`config.mk`:
```
export PLATFORM = sky130hd
export DESIGN_NAME = mul_share_ctrl
export DESIGN_NICKNAME = d
export VERILOG_FILES = /design/src/rtl/mul_share_pkg.sv /design/src/rtl/mul_share_ctrl_rr_picker.sv /design/src/rtl/mul_share_ctrl.sv
export SDC_FILE = /design/constraint.sdc
export NUM_CORES = 1
export LEC_CHECK = 0
export BUFFER_PORTS_ARGS = -buffer_cell sky130_fd_sc_hd__buf_4
export CELL_PAD_IN_SITES_DETAIL_PLACEMENT = 0
export CELL_PAD_IN_SITES_GLOBAL_PLACEMENT = 1
export CORE_MARGIN = 4
export CORE_UTILIZATION = 35
export DETAILED_ROUTE_END_ITERATION = 6
export PLACE_DENSITY_LB_ADDON = 0.1
export SLEW_MARGIN = 20
export SYNTH_ARGS = -nofsm -noshare
export SYNTH_HDL_FRONTEND = slang
export SYNTH_HIERARCHICAL = 1
export SYNTH_SLANG_ARGS = --single-unit
```
`constraint.sdc`:
```
create_clock -name Clk -period 3.2 [get_ports Clk]
set_input_delay 0.32 -clock Clk [delete_from_list [all_inputs] [get_ports Clk]]
set_output_delay 0.32 -clock Clk [all_outputs]
set_load 0.02 [all_outputs]
```
`src/rtl/mul_share_pkg.sv`:
```
// mul_share_pkg: shared types and helpers for the shared-multiplier sequencer.
// Holds the controller state encoding and the latency counter sizing function.
package mul_share_pkg;

  typedef enum logic [1:0] {
    IDLE  = 2'd0,
    START = 2'd1,
    RUN   = 2'd2,
    DONE  = 2'd3
  } state_t;

  // Counter must hold LATENCY-1; never narrower than one bit.
  function automatic int cnt_width(input int lat);
    int w;
    w = $clog2(lat);
    return (w < 1) ? 1 : w;
  endfunction

endpackage

```
`src/rtl/mul_share_ctrl_rr_picker.sv`:
```
// rr_picker: combinational round-robin pick of the first request
// at or after the pointer, wrapping modulo NREQ.
module rr_picker #(
  parameter int NREQ = 2,
  parameter int IW   = (NREQ > 1) ? $clog2(NREQ) : 1
) (
  input  logic [NREQ-1:0] req,
  input  logic [IW-1:0]   ptr,
  output logic [NREQ-1:0] onehot,
  output logic [IW-1:0]   id,
  output logic            any
);

  int          idx;
  logic [IW-1:0] sel;

  always_comb begin
    onehot = '0;
    id     = '0;
    any    = 1'b0;
    idx    = 0;
    sel    = '0;
    for (int k = 0; k < NREQ; k++) begin
      idx = (int'(ptr) + k) % NREQ;
      sel = IW'(idx);
      if (!any && req[sel]) begin
        any         = 1'b1;
        onehot[sel] = 1'b1;
        id          = sel;
      end
    end
  end

endmodule

```
`src/rtl/mul_share_ctrl.sv`:
```
// mul_share_ctrl: arbitrates NREQ requesters onto one iterative multiplier core.
// Optional MUL_SHARE_ZERO_BYPASS_EN skips the core when an operand is zero.
module mul_share_ctrl
  import mul_share_pkg::*;
#(
  parameter int WIDTH   = 16,
  parameter int NREQ    = 2,
  parameter int LATENCY = 2 * WIDTH + 1,
  parameter int IW      = (NREQ > 1) ? $clog2(NREQ) : 1
) (
  input  logic                  Clk,
  input  logic                  Reset,
  input  logic [NREQ-1:0]       Req,
  input  logic [NREQ*WIDTH-1:0] OpA,
  input  logic [NREQ*WIDTH-1:0] OpB,
  output logic [NREQ-1:0]       Gnt,
  output logic [WIDTH-1:0]      MulA,
  output logic [WIDTH-1:0]      MulB,
  output logic                  MulStart,
  input  logic [2*WIDTH-1:0]    MulProduct,
  output logic [2*WIDTH-1:0]    Result,
  output logic                  Done,
  output logic [IW-1:0]         DoneId,
  output logic                  Busy
);

  localparam int CW = cnt_width(LATENCY);

  state_t          state;
  logic [IW-1:0]   ptr;
  logic [IW-1:0]   win;
  logic [CW-1:0]   cnt;

  logic [NREQ-1:0] pick_oh;
  logic [IW-1:0]   pick_id;
  logic            pick_any;
  logic [WIDTH-1:0] opa_w;
  logic [WIDTH-1:0] opb_w;
  logic            zbyp;

  rr_picker #(
    .NREQ (NREQ),
    .IW   (IW)
  ) u_pick (
    .req    (Req),
    .ptr    (ptr),
    .onehot (pick_oh),
    .id     (pick_id),
    .any    (pick_any)
  );

  assign opa_w = OpA[pick_id*WIDTH +: WIDTH];
  assign opb_w = OpB[pick_id*WIDTH +: WIDTH];

`ifdef MUL_SHARE_ZERO_BYPASS_EN
  assign zbyp = (opa_w == '0) || (opb_w == '0);
`else
  assign zbyp = 1'b0;
`endif

  assign Busy = (state != IDLE);

  always_ff @(posedge Clk) begin
    if (!Reset) begin
      state    <= IDLE;
      ptr      <= '0;
      win      <= '0;
      cnt      <= '0;
      Gnt      <= '0;
      MulStart <= 1'b0;
      Done     <= 1'b0;
      MulA     <= '0;
      MulB     <= '0;
      Result   <= '0;
      DoneId   <= '0;
    end else begin
      Gnt      <= '0;
      MulStart <= 1'b0;
      Done     <= 1'b0;
      unique case (state)
        IDLE: begin
          if (pick_any) begin
            Gnt  <= pick_oh;
            MulA <= opa_w;
            MulB <= opb_w;
            win  <= pick_id;
            if (zbyp) begin
              Result <= '0;
              state  <= DONE;
            end else begin
              state  <= START;
            end
          end
        end
        START: begin
          MulStart <= 1'b1;
          cnt      <= CW'(LATENCY - 1);
          state    <= RUN;
        end
        RUN: begin
          // Core has no done flag; product is trusted once the count expires.
          if (cnt == '0) begin
            Result <= MulProduct;
            state  <= DONE;
          end else begin
            cnt <= cnt - 1'b1;
          end
        end
        DONE: begin
          Done   <= 1'b1;
          DoneId <= win;
          ptr    <= (win == IW'(NREQ - 1)) ? '0 : win + 1'b1;
          state  <= IDLE;
        end
        default: state <= IDLE;
      endcase
    end
  end

endmodule

```
==> results of run 1 <==
worst min path at each step:
stage	endpoint	slack, ps	depth (start not counted)
after floorplan	cnt[1]	470	2
after global placement	Result[6]	460	2
after detailed placement	Result[17]	470	2
after CTS	Result[16]	210	3
after global routing	Result[16]	210	3
final	Result[16]	230	3
synth_stat cells, drive strengths merged:
library cell	instances
or4	1
nor2b	1
ha	6
a21boi	4
inv	11
nand3	32
o21ai	35
buf	13
and3	2
nand2b	1
nand2	7
nor4b	2
a211oi	34
o31a	1
o221a	2
and2	2
a21oi	35
o32ai	1
clkbuf	21
nor2	38
o22ai	1
or4b	1
nor4	1
a211o	1
mux2i	36
dfxtp	79
or2	2
o41ai	1
layer usage:
metal | global-route usage, % | routed length [µm]
met3 | 6.37 | 938
met5 | 0 | 0
met4 | 4.72 | 105
met2 | 26.0 | 4420
met1 | 20.3 | 4010
power groups by stage:
stage / clock network (mW) / registers, mW / logic, mW
after floorplan: 0 / 1.75 / 0.919
after global placement: 0 / 1.45 / 1.90
after detailed placement: 0 / 1.46 / 1.92
after CTS: 0.722 / 1.44 / 1.93
after global routing: 0.766 / 1.48 / 2.08
final: 0.705 / 1.44 / 1.91
area by class of cell:
class	instances	share of cell area [%]
tap	129	3.30
clock buffer	10	2.81
sequential	79	32.3
inverter	11	0.844
clock inverter	6	1.05
timing repair buffer	177	27.2
multi-input combinational	247	32.5
kinds of logic after synthesis:
group	count (synthesis)	share of synthesized area [%]
AOI/OAI and AO/OA	115	20.9
muxes	36	10.8
buffers and inverters	45	5.75
adders and majority gates	6	2.24
DFF	79	47.2
and+or+nand+nor	90	13.1
sequential cells by signal (all words and copies together) (netlist names), 2 cells and up:
signal / count
MulB: 16
Gnt: 2
Result: 32
state: 2
MulA: 16
cnt: 6
worst min-delay path: stages:
cell and delay (ps):
buf_4 110, nand3_1 50, a21oi_1 50
per-stage QoR:
stage	util, %	power [mW]
after global placement	50.6	3.35
after CTS	52.7	4.09
after floorplan	-	2.67
after detailed placement	50.6	3.38
final	52.7	4.05
after global routing	52.7	4.32
==> results by group, run 1 <==
Power and ir drop
  – Cell-internal power: 2.33 mW
  – Gate power share: 47.1%
  – Peak supply drop: 0.332 mV
  – Part of the power in the clock network: 17.4%
  – Switching part of the total: 42.4%
  – Leakage power: 2.12 nW
  – Net switching power of the design: 1.71 mW
  – Proportion of power drawn by flip-flops and latches: 35.5%
  – Power density of the placed cells: 827 nW/µm²

Yosys
  – Top post-synthesis cells by area: dfxtp_1 (47%), mux2i_1 (11%), a211oi_1 (7.6%)
  – Seq cells post-synth: 79
  – Cell type with the largest total area after synthesis: dfxtp_1
  – Total of warnings raised by yosys: 6
  – Unique masters post-synth: 35
  – Proportion of synthesized chip area in sequential cells: 47.2%
  – Syn_nets: 477
  – Cell count after synthesis: 371
  – Fraction of synthesized cell area taken by the top area cell type: 47.2%
  – Mapped Avg Cell Area: 9.02 µm²
  – Post-synthesis cell area: 3350 µm²

STA
  – Total negative slack for setup checks: 0 ps
  – Min setup slack post-route: 1110 ps
  – Final number of hold-violating endpoints: 0
  – Final period utilization: 65.4%
  – Worst-case clock skew: 13.0 ps
  – Post-route minimum period: 2090 ps
  – Peak clock frequency supported by timing: 478 MHz
  – Hold slack final: 226 ps
  – Slew of the pin with the lowest slew margin: 907 ps
  – Max-slew violations: 0
  – Setup-failing EPs final: 0
  – RSZ-0062 raised after global routing: false
  – Max-slew headroom at the worst pin: 39.3%

Worst setup path
  – Number of cells on the critical path: 6
  – Critical path launch point: cnt[0]
  – Cell chain of the critical path: inv_1 -> ha_1 -> nor4b_4 -> buf_4 -> nand3_1 -> a21oi_1
  – Type of element launching the critical path: flop
  – CP Max Fanout: 21
  – Peak per-stage delay on the critical path: 760 ps
  – Crit Path Class: flop to flop
  – Critical R2R Capture: Result[27]
  – Worst flop-to-flop path startpoint: cnt[0]
  – Top cell family by delay on the critical path: simple AND/OR/NAND/NOR gates
  – Setup slack, reg-to-reg: 1110 ps
  – Endpoint required time on the critical path: 3470 ps
  – Data arrival at the endpoint of the critical path: 2360 ps
  – Critical path buffer and inverter count: 2
  – FF-to-FF path depth: 6
  – Critical Path End Type: flop
  – Slowest cell on crit path: nor4b_4
  – CP Capture Point: Result[27]

Finish
  – Most common cell after layout, fill and taps aside: buf_4
  – Area occupied by multi-input gates: 1590 µm²
  – Share of final-layout standard cells stronger than drive strength 1: 38.3%
  – FF/Latch Area: 1580 µm²
  – Commonest non-fill, non-tap cells in the layout: buf_4 (177), dfxtp_1 (79), nor2_1 (38)
  – Number of fill cells in the layout: 903
  – Antenna cells: 0
  – Layout net count: 631
  – Area growth, synth to finish: 46.2%
  – Post-route cell area: 4890 µm²
  – Fin cells: 659

Route
  – Residual DRC: 0
  – Vias per std cell: 4.86
  – Detailed Route WL: 9480 µm
  – DRT Pass-1 Iters: 4
  – Routed WL per cell: 14.4 µm
  – Antenna Violating Nets Remaining: 0
  – Initial drt markers: 81
  – DR vias: 3203

CTS
  – Clock latency of the later-clocked register in the worst-skew pair: 340 ps
  – Clock tree root buffer cell: clkbuf_8
  – Number of buffers added by the clock tree synthesis step: 9
  – Post_cts resized: 0
  – TritonCTS Sinks: 79
  – CTS H-tree depth: 3
  – Clk slew on worst S/H paths: 90 ps
  – Maximum buffer depth of the clock tree: 2
  – Postcts setup bufs: 0
  – CTS tree: done
  – CTS Hold Bufs: 0

Place
  – Count of placed standard cells including taps: 643
  – Post-DP Area: 4700 µm²
  – Final GP Congestion: 0.807
  – Place WS: 1060 ps
  – Half-perimeter wire length of the detailed placement result: 7000 µm
  – Count of port buffers added during placement: 169

Die
  – Initial Utilization: 36.1%
  – Number of core rows: 35
  – Vertical extent of the die: 106 µm
  – Top-level port count: 170
  – Core Box Area: 9280 µm²
  – Die span in x: 106 µm
  – Total die area: 11200 µm²

Global routing
  – Number of global-route vias before repair: 3070
  – All-Layer GR Usage: 16.2%
  – Number of antenna violations at the first check in global routing: 0
  – Maximum number of pins on one net before global-route repair: 37
  – Global route overflow: 0
  – Global-route wire length before repair: 14900 µm

Worst hold path
  – Worst hold path type: primary input to flop
  – Source of the worst hold timing path: MulProduct[16]

Run
  – Maximum capacitance violations: 0

Run status
  – Status: completed
No activity file was read; power rests on OpenSTA's default activity.
==> inputs of run 2 (changes only) <==
--- a/config.mk
+++ b/config.mk
@@ -9,7 +9,7 @@
 export CELL_PAD_IN_SITES_DETAIL_PLACEMENT = 0
 export CELL_PAD_IN_SITES_GLOBAL_PLACEMENT = 1
 export CORE_MARGIN = 4
-export CORE_UTILIZATION = 35
+export CORE_UTILIZATION = 32
 export DETAILED_ROUTE_END_ITERATION = 6
 export PLACE_DENSITY_LB_ADDON = 0.1
 export SLEW_MARGIN = 20
==> constraint.sdc (replaced) <==
create_clock -name Clk -period 1.98 [get_ports Clk]
set_input_delay 0.198 -clock Clk [delete_from_list [all_inputs] [get_ports Clk]]
set_output_delay 0.198 -clock Clk [all_outputs]
set_load 0.02 [all_outputs]
==> results by group, run 2 (synthesis results as in run 1) <==
Finish
  – Largest registers: Result (32), MulA (16), MulB (16) (unchanged)
  – Most common cell after layout, fill and taps aside: buf_4 (unchanged)
  – Number of fill cells in the layout: 1038 (was 903)
  – Flip-flop count of the largest register, all copies and words added: 32 (unchanged)
  – Commonest non-fill, non-tap cells in the layout: buf_4 (177), dfxtp_1 (79), nor2_1 (38) (unchanged)
  – Area growth, synth to finish: 47.8% (was 46.2%)
  – Antenna cells: 0 (unchanged)
  – Register ranked first by flip-flop count: Result (unchanged)
  – Layout net count: 634 (was 631)
  – Area occupied by multi-input gates: 1590 µm² (about the same)
  – FF/Latch Area: 1580 µm² (unchanged)
  – Share of final-layout standard cells stronger than drive strength 1: 38.5% (was 38.3%)

Place
  – Count of port buffers added during placement: 169 (unchanged)
  – Final GP Congestion: 0.770 (was 0.807)
  – Place WS: 198 ps (was 1060 ps)
  – Half-perimeter wire length of the detailed placement result: 6710 µm (was 7000 µm)

Worst setup path
  – Slowest cell on crit path: or4b_4 (was nor4b_4)
  – Number of cells on the critical path: 6 (unchanged)
  – Peak per-stage delay on the critical path: 470 ps (was 760 ps)
  – Setup slack, reg-to-reg: 190 ps (was 1110 ps)
  – Endpoint required time on the critical path: 2210 ps (was 3470 ps)
  – Type of element launching the critical path: flop (unchanged)
  – Data arrival at the endpoint of the critical path: 2020 ps (was 2360 ps)
  – Critical R2R Capture: Result[2] (was Result[27])
  – CP Max Fanout: 32 (was 21)
  – Critical Path End Type: flop (unchanged)
  – Cell chain of the critical path: inv_1 -> ha_1 -> or4b_4 -> buf_4 -> o21ai_0 -> a21oi_1 (was inv_1 -> ha_1 -> nor4b_4 -> buf_4 -> nand3_1 -> a21oi_1)
  – FF-to-FF path depth: 6 (unchanged)
  – Crit Path Class: flop to flop (unchanged)
  – Top cell family by delay on the critical path: simple AND/OR/NAND/NOR gates (unchanged)
  – Critical path buffer and inverter count: 2 (unchanged)
  – Worst flop-to-flop path startpoint: cnt[0] (unchanged)

Power and ir drop
  – Leakage power: 2.15 nW (was 2.12 nW)
  – Power density of the placed cells: 1340 nW/µm² (was 827 nW/µm²)
  – Peak supply drop: 0.570 mV (was 0.332 mV)

Die
  – Number of core rows: 37 (was 35)
  – Vertical extent of the die: 110 µm (was 106 µm)
  – Total die area: 12200 µm² (was 11200 µm²)
  – Initial Utilization: 32.6% (was 36.1%)
  – Top-level port count: 170 (unchanged)
  – Die span in x: 110 µm (was 106 µm)
  – Core Box Area: 10300 µm² (was 9280 µm²)

Global routing
  – Global-route wire length before repair: 14300 µm (was 14900 µm)
  – All-Layer GR Usage: 15.0% (was 16.2%)
  – Number of global-route vias before repair: 2987 (was 3070)
  – Global route overflow: 0 (unchanged)
  – Number of antenna violations at the first check in global routing: 0 (unchanged)
  – Maximum number of pins on one net before global-route repair: 68 (was 37)

STA
  – Post-route minimum period: 1790 ps (was 2090 ps)
  – Peak clock frequency supported by timing: 557 MHz (was 478 MHz)
  – Setup-failing EPs final: 0 (unchanged)
  – RSZ-0062 raised after global routing: false (unchanged)
  – Final number of hold-violating endpoints: 0 (unchanged)
  – Slew of the pin with the lowest slew margin: 479 ps (was 907 ps)
  – Max-slew headroom at the worst pin: 67.9% (was 39.3%)
  – Final period utilization: 90.6% (was 65.4%)
  – Worst-case clock skew: 18.3 ps (was 13.0 ps)
  – Max-slew violations: 0 (unchanged)
  – Min setup slack post-route: 185 ps (was 1110 ps)
  – Total negative slack for setup checks: 0 ps (unchanged)

Worst hold path
  – Endpoint of the worst hold-timing path: Result[15] (was Result[16])
  – Depth of the worst hold-timing path: 3 (unchanged)
  – Worst hold path type: primary input to flop (unchanged)
  – Source of the worst hold timing path: MulProduct[15] (was MulProduct[16])

Route
  – DRT Pass-1 Iters: 4 (unchanged)
  – Antenna Violating Nets Remaining: 0 (unchanged)
  – Detailed Route WL: 9290 µm (was 9480 µm)
  – Initial drt markers: 209 (was 81)
  – Vias per std cell: 4.77 (was 4.86)
  – DR vias: 3194 (was 3203)
  – Routed WL per cell: 13.9 µm (was 14.4 µm)
  – Residual DRC: 0 (unchanged)

CTS
  – TritonCTS Sinks: 79 (unchanged)
  – Clock latency of the later-clocked register in the worst-skew pair: 360 ps (was 340 ps)
  – CTS Hold Bufs: 0 (unchanged)
  – Clock tree root buffer cell: clkbuf_8 (unchanged)
  – Clk slew on worst S/H paths: 100 ps (was 90 ps)
  – CTS tree: done (unchanged)
  – Maximum buffer depth of the clock tree: 2 (unchanged)
  – Number of buffers added by the clock tree synthesis step: 9 (unchanged)
  – Post_cts resized: 0 (unchanged)
  – Postcts setup bufs: 0 (unchanged)
  – CTS H-tree depth: 3 (unchanged)

Run
  – Maximum capacitance violations: 0 (unchanged)

Run status
  – Status: completed (unchanged)
==> run 2: stage by stage <==
stage | instance area [µm²] | hold WS (ps) | cells | total power [mW] | util [%]
after floorplan | 3350 | 346 | 371 | 4.31 | -
after global placement | 4770 | 461 | 653 | 5.54 | 46.4
after detailed placement | 4770 | 468 | 653 | 5.58 | 46.4
after CTS | 4950 | 71.3 | 669 | 6.71 | 48.2
after global routing | 4950 | 77.0 | 669 | 7.13 | 48.2
final | 4950 | 93.4 | 669 | 6.62 | 48.2
==> run 2: where the power goes <==
group	switching [mW]	internal, mW	leakage, nW
sequential	0.269	2.05	0.648
combinational	1.90	1.30	1.41
clock	0.635	0.471	0.0919
total	2.80	3.82	2.15
==> run 2: cell type report <==
cell class / instances / share of cell area [%]
Clock buffer: 9 / 2.50
Clock inverter: 7 / 1.11
Inverter: 11 / 0.834
Multi-Input combinational cell: 247 / 32.1
Sequential cell: 79 / 32.0
Tap cell: 136 / 3.44
Timing Repair Buffer: 180 / 28.1
==> run 2: worst max path at each step <==
| stage | from | end | slack (ps) |
|---|---|---|---|
| floorplan | cnt[0] | Result[24] | 390 |
| global placement | cnt[0] | Result[17] | 290 |
| detailed placement | cnt[0] | Result[1] | 200 |
| CTS | cnt[0] | Result[3] | 210 |
| global route | cnt[0] | Result[11] | 40 |
| finish | cnt[0] | Result[2] | 190 |
==> run 2: routing by layer <==
metal  share of wire [%]  wire length [µm]  vias up  track usage (%)
li1                    -                 -     1643                -
met1                  44              4080     1401             19.2
met2                  43              3960      136             22.4
met3                  12              1080       14             6.41
met4                 1.8               170        0             6.07
met5                   0                 0        -                0
==> run 2: worst register-to-register path, stage by stage (launching register included) <==
cell and delay (ps):
dfxtp_1 330, inv_1 130, ha_1 210, or4b_4 470, buf_4 240, o21ai_0 230, a21oi_1 90
